**src/rtl/i2c_target.sv**
```systemverilog
// I2C target core: oversampled SCL/SDA, 7-bit address match, byte-wide write/read handshake.
// SDA is open-drain through ck_sda_oe; SCL is only sampled, never stretched.
module i2c_target #(
    parameter logic [6:0]  TARGET_ADDR = 7'h42,
    parameter int unsigned SYNC_STAGES = 2,
    parameter int unsigned FILTER_LEN  = 4,
    parameter int unsigned HOLD_CYCLES = 30
) (
    input  logic       clk100,
    input  logic       reset_n,
    input  logic       ck_scl,
    input  logic       ck_sda_i,
    output logic       ck_sda_oe,
    output logic       start_p,
    output logic       stop_p,
    output logic       addr_match,
    output logic       rw,
    output logic [7:0] wr_data,
    output logic       wr_valid,
    input  logic       wr_ready,
    output logic       rd_req,
    input  logic [7:0] rd_data,
    output logic       ack_in_progress
);

    localparam logic [3:0] FiltMax  = 4'(FILTER_LEN - 1);
    localparam logic [7:0] HoldInit = 8'(HOLD_CYCLES);

    typedef enum logic [2:0] {
        StIdle, StAddr, StIgnore, StAddrAck, StWrite, StWriteAck, StRead, StReadAck
    } state_e;

    logic [SYNC_STAGES-1:0] r_scl_sync, r_sda_sync;
    logic [1:0]             r_filt, r_filt_d;  // bit 0 = SCL, bit 1 = SDA
    logic [1:0][3:0]        r_fcnt;
    logic [7:0]             r_hold;
    logic [1:0]             w_raw;
    logic                   w_scl_rise, w_scl_fall, w_start, w_stop, w_sda, w_hold_done;

    state_e     r_state, w_state_nxt;
    logic [2:0] r_bit_cnt, w_bit_nxt;
    logic [6:0] r_shift, w_shift_nxt;
    logic [7:0] r_tx, w_tx_nxt;
    logic       r_oe, w_oe_nxt;
    logic       r_ack, w_ack_nxt;
    logic       r_phase, w_phase_nxt;
    logic       r_ack_ok, w_ack_ok_nxt;
    logic       r_match, w_match_nxt;
    logic       r_rw, w_rw_nxt;
    logic [7:0] r_wr_data, w_wr_data_nxt;
    logic       r_wr_valid, w_wr_valid_nxt;
    logic       r_rd_req, w_rd_req_nxt;
    logic       r_start_p, r_stop_p;
    logic [1:0] r_req_d;

    assign w_raw       = {r_sda_sync[SYNC_STAGES-1], r_scl_sync[SYNC_STAGES-1]};
    assign w_scl_rise  = r_filt[0] & ~r_filt_d[0];
    assign w_scl_fall  = ~r_filt[0] & r_filt_d[0];
    assign w_start     = r_filt[0] & r_filt_d[0] & ~r_filt[1] & r_filt_d[1];
    assign w_stop      = r_filt[0] & r_filt_d[0] & r_filt[1] & ~r_filt_d[1];
    assign w_sda       = r_filt[1];
    assign w_hold_done = (r_hold == 8'd1);

    // Input synchronizers, stability filters and the SCL-fall hold timer.
    always_ff @(posedge clk100) begin
        if (!reset_n) begin
            r_scl_sync <= '1;
            r_sda_sync <= '1;
            r_filt     <= 2'b11;
            r_filt_d   <= 2'b11;
            r_fcnt     <= '0;
            r_hold     <= '0;
        end else begin
            r_scl_sync <= {r_scl_sync[SYNC_STAGES-2:0], ck_scl};
            r_sda_sync <= {r_sda_sync[SYNC_STAGES-2:0], ck_sda_i};
            r_filt_d   <= r_filt;
            for (int i = 0; i < 2; i++) begin
                if (w_raw[i] == r_filt[i]) begin
                    r_fcnt[i] <= '0;
                end else if (r_fcnt[i] == FiltMax) begin
                    r_filt[i] <= w_raw[i];
                    r_fcnt[i] <= '0;
                end else begin
                    r_fcnt[i] <= r_fcnt[i] + 4'd1;
                end
            end
            if (w_scl_fall) begin
                r_hold <= HoldInit;
            end else if (r_hold != 8'd0) begin
                r_hold <= r_hold - 8'd1;
            end
        end
    end

    always_ff @(posedge clk100) begin
        if (!reset_n) begin
            r_state    <= StIdle;
            r_bit_cnt  <= '0;
            r_shift    <= '0;
            r_tx       <= '0;
            r_oe       <= 1'b0;
            r_ack      <= 1'b0;
            r_phase    <= 1'b0;
            r_ack_ok   <= 1'b0;
            r_match    <= 1'b0;
            r_rw       <= 1'b0;
            r_wr_data  <= '0;
            r_wr_valid <= 1'b0;
            r_rd_req   <= 1'b0;
            r_start_p  <= 1'b0;
            r_stop_p   <= 1'b0;
            r_req_d    <= '0;
        end else begin
            r_state    <= w_state_nxt;
            r_bit_cnt  <= w_bit_nxt;
            r_shift    <= w_shift_nxt;
            r_tx       <= w_tx_nxt;
            r_oe       <= w_oe_nxt;
            r_ack      <= w_ack_nxt;
            r_phase    <= w_phase_nxt;
            r_ack_ok   <= w_ack_ok_nxt;
            r_match    <= w_match_nxt;
            r_rw       <= w_rw_nxt;
            r_wr_data  <= w_wr_data_nxt;
            r_wr_valid <= w_wr_valid_nxt;
            r_rd_req   <= w_rd_req_nxt;
            r_start_p  <= w_start & ~w_stop;
            r_stop_p   <= w_stop;
            r_req_d    <= {r_req_d[0], r_rd_req};
        end
    end

    always_comb begin
        w_state_nxt    = r_state;
        w_bit_nxt      = r_bit_cnt;
        w_shift_nxt    = r_shift;
        w_tx_nxt       = r_tx;
        w_oe_nxt       = r_oe;
        w_ack_nxt      = r_ack;
        w_phase_nxt    = r_phase;
        w_ack_ok_nxt   = r_ack_ok;
        w_match_nxt    = r_match;
        w_rw_nxt       = r_rw;
        w_wr_data_nxt  = r_wr_data;
        w_wr_valid_nxt = 1'b0;
        w_rd_req_nxt   = 1'b0;
        if (r_req_d[1]) begin
            w_tx_nxt = rd_data;
        end
        unique case (r_state)
            StIdle, StIgnore: ;
            StAddr: begin
                if (w_scl_rise) begin
                    w_shift_nxt = {r_shift[5:0], w_sda};
                    w_bit_nxt   = r_bit_cnt + 3'd1;
                    if (r_bit_cnt == 3'd7) begin
                        if (r_shift == TARGET_ADDR) begin
                            w_rw_nxt    = w_sda;
                            w_phase_nxt = 1'b0;
                            w_state_nxt = StAddrAck;
                        end else begin
                            w_state_nxt = StIgnore;
                        end
                    end
                end
            end
            // First hold point (after the 8th fall) drives the ACK, second one ends the slot.
            StAddrAck, StWriteAck: begin
                if (w_hold_done) begin
                    if (!r_phase) begin
                        w_phase_nxt = 1'b1;
                        if (r_state == StAddrAck) begin
                            w_oe_nxt     = 1'b1;
                            w_ack_nxt    = 1'b1;
                            w_match_nxt  = 1'b1;
                            w_rd_req_nxt = r_rw;
                        end else if (r_ack_ok) begin
                            w_oe_nxt  = 1'b1;
                            w_ack_nxt = 1'b1;
                        end
                    end else begin
                        w_phase_nxt = 1'b0;
                        w_oe_nxt    = 1'b0;
                        w_ack_nxt   = 1'b0;
                        w_bit_nxt   = '0;
                        if (r_state == StWriteAck) begin
                            w_state_nxt = r_ack_ok ? StWrite : StIgnore;
                        end else if (!r_rw) begin
                            w_state_nxt = StWrite;
                        end else begin
                            w_state_nxt = StRead;
                            w_oe_nxt    = ~r_tx[7];
                            w_tx_nxt    = {r_tx[6:0], 1'b0};
                        end
                    end
                end
            end
            StWrite: begin
                if (w_scl_rise) begin
                    w_shift_nxt = {r_shift[5:0], w_sda};
                    w_bit_nxt   = r_bit_cnt + 3'd1;
                    if (r_bit_cnt == 3'd7) begin
                        w_wr_data_nxt  = {r_shift, w_sda};
                        w_wr_valid_nxt = wr_ready;
                        w_ack_ok_nxt   = wr_ready;
                        w_phase_nxt    = 1'b0;
                        w_state_nxt    = StWriteAck;
                    end
                end
            end
            StRead: begin
                if (w_hold_done) begin
                    w_oe_nxt = ~r_tx[7];
                    w_tx_nxt = {r_tx[6:0], 1'b0};
                end
                if (w_scl_rise) begin
                    w_bit_nxt = r_bit_cnt + 3'd1;
                    if (r_bit_cnt == 3'd7) begin
                        w_state_nxt = StReadAck;
                    end
                end
            end
            StReadAck: begin
                if (w_hold_done) begin
                    w_oe_nxt = 1'b0;
                end
                if (w_scl_rise) begin
                    w_bit_nxt = '0;
                    if (!w_sda) begin
                        w_rd_req_nxt = 1'b1;
                        w_state_nxt  = StRead;
                    end else begin
                        w_state_nxt = StIgnore;
                    end
                end
            end
        endcase
        // STOP takes priority over START if both ever coincide.
        if (w_stop || w_start) begin
            w_state_nxt    = w_stop ? StIdle : StAddr;
            w_bit_nxt      = '0;
            w_oe_nxt       = 1'b0;
            w_ack_nxt      = 1'b0;
            w_phase_nxt    = 1'b0;
            w_match_nxt    = 1'b0;
            w_wr_valid_nxt = 1'b0;
            w_rd_req_nxt   = 1'b0;
        end
    end

    assign ck_sda_oe       = r_oe;
    assign start_p         = r_start_p;
    assign stop_p          = r_stop_p;
    assign addr_match      = r_match;
    assign rw              = r_rw;
    assign wr_data         = r_wr_data;
    assign wr_valid        = r_wr_valid;
    assign rd_req          = r_rd_req;
    assign ack_in_progress = r_ack;

endmodule

```
**config.mk**
```make
export PLATFORM = sky130hd
export DESIGN_NAME = i2c_target
export DESIGN_NICKNAME = d
export VERILOG_FILES = /design/src/rtl/i2c_target.sv
export SDC_FILE = /design/constraint.sdc
export NUM_CORES = 1
export LEC_CHECK = 0
export CORE_UTILIZATION = 56
export CTS_BUF_LIST = sky130_fd_sc_hd__clkbuf_16
export DETAILED_ROUTE_END_ITERATION = 6
export PLACE_DENSITY = 0.86
export SYNTH_ARGS = -nofsm -noshare
export SYNTH_HDL_FRONTEND = slang
export SYNTH_SLANG_ARGS = --single-unit
```
**constraint.sdc**
```tcl
create_clock -name clk100 -period 2.34 [get_ports clk100]
set_input_delay 0.702 -clock clk100 [delete_from_list [all_inputs] [get_ports clk100]]
set_output_delay 0.702 -clock clk100 [all_outputs]
set_load 0.1 [all_outputs]
```
==> results.md, run 1 <==
* Hold Slack at 0.409 ns
* # DRC at 0
* Detailed Place HPWL at 3790 um
* Multiplexer area fraction after synthesis at 9.18%
* Maximum vdd ir drop at 0.770 mV
* Synth Area in XOR/XNOR at 3.71%
* Category of the worst setup path capture point: flop
* Average routed wire per standard cell at 13.2 um
* Final Max Slew Viols at 0
* Average footprint of a synthesized cell at 9.12 um^2
* Unrepaired setup endpoints after global routing: no
* Number of stages on the worst hold path at 1
* CTS Sinks at 65
* Count of unique library cells instantiated by Yosys at 42
* Max-cap violations at 0
* Pin count of the biggest net entering global routing at 22
* Total global routing track utilization at 22.4%
* Via density per instance at 5.46
* H-tree levels at 3
* Die Width at 73.2 um
* Total nets after synthesis at 331
* Register-to-register setup slack at 0.33 ns
* N_diodes at 0
* Buffer count from post-CTS setup fixing at 0
* Count of boundary I/O pins at 29
* Compound-gate portion of the synthesized area at 11.2%
* Initial antenna violation count at 0
* Number of nets at the end of the flow at 363
* Total number of placement rows at 25
* Count of yosys warnings during synthesis at 0
* Post-synthesis adder-cell area fraction at 3.09%
* Summed instance area of the synthesized netlist at 2840 um^2
* Clock skew after layout at 0.00380 ns
* Max-Slew Margin vs Limit at 61.1%
* Height of the chip at 73.2 um
* Start point of the worst min-delay path: r_scl_sync[0]$_SDFF_PN1_
* Final worst path period need at 2.01 ns
* Filler instances at 360
* Async set or reset register ratio after synthesis at 0%
* Leakage at 1.34 nW
* Flip-flop and latch count after synthesis at 65
* Number of input and output port buffers inserted at 28
* TritonCTS clock tree: built
* Hold EP: r_scl_sync[1]$_SDFF_PN1_
* Starting Density at 59.3%
* Cell at the root of the clock tree: sky130_fd_sc_hd__clkbuf_16
* Final setup violating endpoints at 0
* Total negative slack at 0 ns
* Post-synthesis cell count at 311
* Area used by sequential logic in the layout at 1300 um^2
* Run status: complete, no violations
* Total CTS buffers at 9
* Crit path DAT at 2.25 ns
* Number of instances resized during post-cts repair at 0
* Antenna violation net count after detailed routing at 0
* Overall routed net length at 5470 um
* Starting DRC count in detailed routing at 150
* Hold/Removal Path Class: reg2reg
* Number of hold-slack violations in the final timing report at 0
* Number of synthesized flops with an enable pin at 0
* Startpoint kind of the worst setup timing path: flop
* TritonRoute pass-1 iters at 4
* Power per cell area at 801 nW/um^2
* Depth of the worst register-to-register path at 5
* Worst-case clock buffer depth at 2
* Die Footprint at 5350 um^2
* R2r endpoint: r_state[1]$_SDFFE_PN0P_
* Worst Path Max Fanout at 15
* Class of the most critical setup path: reg2reg
* Area overhead of the layout relative to synthesis at 19.9%
* Clock input transition at the sequential cells of the worst setup and hold paths at 0.05 ns
* Routed via count at 2,255
* Wire length of the first global-routing pass at 9080 um
* Reg2reg start: r_state[1]$_SDFFE_PN0P_
* Maximum achievable frequency at 0.498 GHz
* Routability congestion estimate from global placement at 0.913
* Floorplan core area at 4790 um^2
* Post-synthesis share of cell area spent on and, or, nand and nor gates at 23.6%
* Overall overflow remaining after global route at 0
* Clock latency on the worst-skew pair at 0.33 ns
* Hold buffer count at CTS at 0
* Number of global-route vias before repair at 2,049
* Pin slew with the least headroom to its limit at 0.582 ns
* Share of the yosys chip area belonging to registers at 45.9%
* Area occupied by multi-input gates at 1440 um^2
* Share of cells above drive strength 1 at 11.8%
* Combinational family with the most area after synthesis: simple AND/OR/NAND/NOR gates
* CP Data Required Time at 2.58 ns
* Most used flip-flop cell after synthesis: sky130_fd_sc_hd__dfxtp_1
* Tot Pwr at 0.00272 W
* Portion of the clock cycle consumed by the worst path in the final layout at 85.9%
==> layout by cell type (no fill, tap or decap), drive strengths merged, types with 2 or more instances in the layout <==
| master | count |
|---|---|
| a21oi | 12 |
| a31oi | 6 |
| and2 | 4 |
| buf | 22 |
| clkbuf | 9 |
| clkdlybuf4s50 | 12 |
| clkinv | 4 |
| dfxtp | 65 |
| ha | 7 |
| inv | 11 |
| mux2i | 26 |
| nand2 | 21 |
| nand2b | 12 |
| nand3 | 13 |
| nand3b | 3 |
| nand4b | 2 |
| nor2 | 44 |
| nor2b | 4 |
| nor3 | 10 |
| nor3b | 3 |
| nor4 | 3 |
| o21ai | 20 |
| o31ai | 3 |
| or3 | 3 |
| or4 | 2 |
| xnor2 | 7 |
| xor2 | 5 |
==> final cells by class <==
class / instances / share of cell area [%]
multi-input cells: 222 / 42.3
flip-flops and latches: 65 / 38.3
repair buffers: 34 / 8.39
clock buffers: 9 / 6.62
well taps: 67 / 2.47
inverters: 11 / 1.21
clock inverters: 5 / 0.736
==> per-layer routing <==
layer  vias to the layer above  share of wire, %  GRT usage, %
li1                       1139                 -             -
met1                      1019                45          28.7
met2                        83                46          34.2
met3                        14               6.9          6.49
met4                         0               2.1          11.8
met5                         -                 0             0
==> flip-flops by register name, indices dropped and copies added (netlist names), 2 cells and up <==
name        cells
r_sda_sync      2
wr_data         8
r_bit_cnt       3
r_scl_sync      2
r_shift         7
r_hold          8
r_req_d         2
r_fcnt          8
r_state         3
r_filt          2
r_filt_d        2
r_tx            8
==> kinds of logic after synthesis <==
logic type	count (synthesis)
AOI/OAI and AO/OA	49
xor gates and xnor gates	12
adders and majority gates	7
buffers and inverters	24
DFF	65
muxes	26
and+or+nand+nor	128
==> power by group <==
part | switching [W] | total [W] | internal (W)
logic | 0.000207 | 0.000387 | 0.000179
registers | 0.0000514 | 0.00121 | 0.00116
clock network | 0.000436 | 0.00113 | 0.000690
==> metrics by stage <==
step / worst slack (ns) / cell area [um^2] / utilization (%) / instances
6_report: 0.330 / 3400 / 71.1 / 413
4_1_cts: 0.353 / 3400 / 71.1 / 413
5_1_grt: 0.209 / 3400 / 71.1 / 413
3_5_place_dp: 0.192 / 3150 / 65.8 / 399
3_3_place_gp: 0.233 / 3150 / 65.8 / 399
2_1_floorplan: 0.390 / 2840 / - / 311
==> worst max path at each step <==
stage                                  from                 endpoint  slack, ns  cells after the start
CTS                 r_state[1]$_SDFFE_PN0P_  r_state[1]$_SDFFE_PN0P_       0.35                      5
floorplan                   rw$_SDFFE_PN0P_       r_tx[7]$_SDFF_PN0_       0.39                      4
detailed placement                  reset_n  r_state[1]$_SDFFE_PN0P_       0.19                      4
global route        r_state[1]$_SDFFE_PN0P_  r_state[1]$_SDFFE_PN0P_       0.21                      5
finish              r_state[1]$_SDFFE_PN0P_  r_state[1]$_SDFFE_PN0P_       0.33                      5
global placement                    reset_n  r_state[1]$_SDFFE_PN0P_       0.23                      4
==> synthesized netlist by cell type, drive strengths merged (2+ instances only) <==
cell type	instances	area share (%)
inv	11	1.5
o21ai	20	3.5
buf	7	1.1
nor3b	3	0.79
clkbuf	6	0.79
nand2b	12	2.6
nor2b	4	0.88
and2	4	0.88
a31oi	6	1.3
xnor2	7	2.2
mux2i	26	9.2
nor3	10	2.6
o31ai	3	0.97
or4	2	0.53
nand4b	2	0.62
nand2	21	2.8
dfxtp	65	46
xor2	5	1.5
nor2	44	5.8
nand3	13	2.3
nand3b	3	0.79
ha	7	3.1
a21oi	12	2.2
nor4	3	0.88
or3	3	0.66
==> critical path, cell delays in order, from the launching register on <==
cell and delay (ns):
sky130_fd_sc_hd__dfxtp_1 0.63, sky130_fd_sc_hd__nand2b_1 0.16, sky130_fd_sc_hd__a21oi_2 0.31, sky130_fd_sc_hd__a32oi_4 0.20, sky130_fd_sc_hd__or4_1 0.55, sky130_fd_sc_hd__o31ai_1 0.08
Power figures use the tool's default switching activity.
==> run 2, diff against run 1 <==
--- a/config.mk
+++ b/config.mk
@@ -8,6 +8,7 @@
 export CORE_UTILIZATION = 56
 export CTS_BUF_LIST = sky130_fd_sc_hd__clkbuf_16
 export DETAILED_ROUTE_END_ITERATION = 6
+export MAX_ROUTING_LAYER = met4
 export PLACE_DENSITY = 0.86
 export SYNTH_ARGS = -nofsm -noshare
 export SYNTH_HDL_FRONTEND = slang
==> run 2 against run 1 <==
Flip-flop and latch count unchanged. Hold slack improved by 0.0080 ns. Sequential share of layout area decreased by 0.55 points. Largest power group is now clock. Clock power increased by 19%. Cell count increased by 0.24%. Critical path depth unchanged. Non-clock buffer count unchanged. Clock skew about the same. Sequential power about the same. Register-to-register slack about the same. Critical path type unchanged.
==> results.md, run 2 (synthesized netlist as in run 1, its figures left out) <==
* Run status: complete, no violations
* Post-layout instance area at 3450 um^2
* Startpoint kind of the worst setup timing path: flop
* Area after detailed placement at 3150 um^2
* Number of hold-slack violations in the final timing report at 0
* Initial antenna violation count at 0
* Portion of the clock cycle consumed by the worst path in the final layout at 86.4%
* Final setup violating endpoints at 0
* Leading cell types in the layout, fill and taps excluded: 65 x sky130_fd_sc_hd__dfxtp_1, 44 x sky130_fd_sc_hd__nor2_1, 26 x sky130_fd_sc_hd__mux2i_1
* Register-to-register setup slack at 0.32 ns
* Pin slew with the least headroom to its limit at 0.592 ns
* Number of instances resized during post-cts repair at 0
* Count of boundary I/O pins at 29
* Die Width at 73.2 um
* H-tree levels at 3
* Pin count of the biggest net entering global routing at 22
* Via density per instance at 5.48
* Class of the most critical setup path: reg2reg
* Number of input and output port buffers inserted at 28
* Overall routed net length at 5700 um
* Worst Path Max Fanout at 15
* Start point of the worst min-delay path: r_sda_sync[0]$_SDFF_PN1_
* Routed via count at 2,269
* Hold buffer count at CTS at 0
* Routability congestion estimate from global placement at 0.922
* Clock latency on the worst-skew pair at 0.32 ns
* Number of global-route vias before repair at 1,985
* Startpoint of the worst setup timing path: r_state[1]$_SDFFE_PN0P_
* Clock input transition at the sequential cells of the worst setup and hold paths at 0.05 ns
* Buffer count from post-CTS setup fixing at 0
* CP Data Required Time at 2.58 ns
* Power per cell area at 855 nW/um^2
* Starting Density at 59.3%
* Category of the worst setup path capture point: flop
* Leakage at 1.36 nW
* Total number of placement rows at 25
* Worst-case clock buffer depth at 2
* Filler instances at 362
* Detailed Place HPWL at 3820 um
* Final worst path period need at 2.02 ns
* Cell at the root of the clock tree: sky130_fd_sc_hd__clkbuf_16
* Number of nets at the end of the flow at 363
* Final Max Slew Viols at 0
* Total global routing track utilization at 23.7%
* Reg2reg start: r_state[1]$_SDFFE_PN0P_
* Depth of the worst register-to-register path at 5
* Height of the chip at 73.2 um
* Hold Slack at 0.417 ns
* # DRC at 0
* Unrepaired setup endpoints after global routing: no
* Worst setup endpoint: r_state[1]$_SDFFE_PN0P_
* Post-layout utilization of the core at 72.1%
* Worst slack at placement at 0.230 ns
* Antenna violation net count after detailed routing at 0
* Area overhead of the layout relative to synthesis at 21.7%
* Crit path DAT at 2.26 ns
* Total CTS buffers at 9
* TritonCTS clock tree: built
* Floorplan core area at 4790 um^2
* TritonRoute pass-1 iters at 4
* Max-cap violations at 0
* Average routed wire per standard cell at 13.8 um
* Wire length of the first global-routing pass at 9090 um
* Setup ws final at 0.319 ns
* Maximum vdd ir drop at 0.750 mV
* Max-Slew Margin vs Limit at 60.4%
* Die Footprint at 5350 um^2
* Hold/Removal Path Class: reg2reg
* Overall overflow remaining after global route at 0
* N_diodes at 0
* Clock skew after layout at 0.00368 ns
* R2r endpoint: r_state[1]$_SDFFE_PN0P_
* Share of cells above drive strength 1 at 11.5%
* Total negative slack at 0 ns
* Starting DRC count in detailed routing at 192
* Maximum achievable frequency at 0.495 GHz
* CTS Sinks at 65
* Leading cell type in the layout, fill and taps excluded: sky130_fd_sc_hd__dfxtp_1
-- run 2: cell count changes in the layout (fill, tap and decap cells not counted) --
| cell | previous run | this run |
|---|---|---|
| sky130_fd_sc_hd__inv_1 | 11 | 12 |
| sky130_fd_sc_hd__clkinv_2 | 2 | 0 |
| sky130_fd_sc_hd__clkinv_1 | 2 | 3 |
| sky130_fd_sc_hd__clkinvlp_4 | 1 | 0 |
| sky130_fd_sc_hd__bufinv_16 | 0 | 2 |
-- run 2: layer usage --
| layer | wire (um) | vias to the layer above | GRT usage [%] |
|---|---|---|---|
| li1 | - | 1151 | - |
| met1 | 2570 | 1041 | 28.3 |
| met2 | 2750 | 67 | 37.3 |
| met3 | 300 | 10 | 7.46 |
| met4 | 75 | 0 | 9.15 |
| met5 | 0 | - | - |
-- run 2: final cells by class --
class | count | area, um^2 | area share (%)
clock inverters | 6 | 75.1 | 2.18
repair buffers | 34 | 285 | 8.27
flip-flops and latches | 65 | 1300 | 37.7
inverters | 11 | 41.3 | 1.20
multi-input cells | 222 | 1440 | 41.7
clock buffers | 9 | 225 | 6.53
well taps | 67 | 83.8 | 2.43
-- run 2: worst min path at each step --
| stage | to | cells after the start | slack [ns] |
|---|---|---|---|
| after floorplan | r_scl_sync[1]$_SDFF_PN1_ | 1 | 0.39 |
| after global placement | r_sda_sync[1]$_SDFF_PN1_ | 1 | 0.39 |
| after detailed placement | r_sda_sync[1]$_SDFF_PN1_ | 1 | 0.41 |
| after CTS | r_sda_sync[1]$_SDFF_PN1_ | 1 | 0.43 |
| after global routing | r_scl_sync[1]$_SDFF_PN1_ | 1 | 0.45 |
| final | r_sda_sync[1]$_SDFF_PN1_ | 1 | 0.42 |
-- run 2: report_power, final --
| group | total [W] | switching, W | internal, W |
|---|---|---|---|
| sequential | 0.00121 | 0.0000518 | 0.00116 |
| combinational | 0.000396 | 0.000216 | 0.000180 |
| clock | 0.00134 | 0.000434 | 0.000909 |
| total | 0.00295 | 0.000702 | 0.00225 |
-- run 2: through the flow --
step                      std cells  power (W)
final                           414    0.00295
after global routing            414    0.00306
after CTS                       414    0.00297
after detailed placement        399    0.00162
after global placement          399    0.00160
after floorplan                 311    0.00152
-- run 2: worst max-delay path, cell delays in order, from the launching register on --
cell and delay, ns:
sky130_fd_sc_hd__dfxtp_1 0.63, sky130_fd_sc_hd__nand2b_1 0.16, sky130_fd_sc_hd__a21oi_2 0.31, sky130_fd_sc_hd__a32oi_4 0.20, sky130_fd_sc_hd__or4_1 0.55, sky130_fd_sc_hd__o31ai_1 0.08
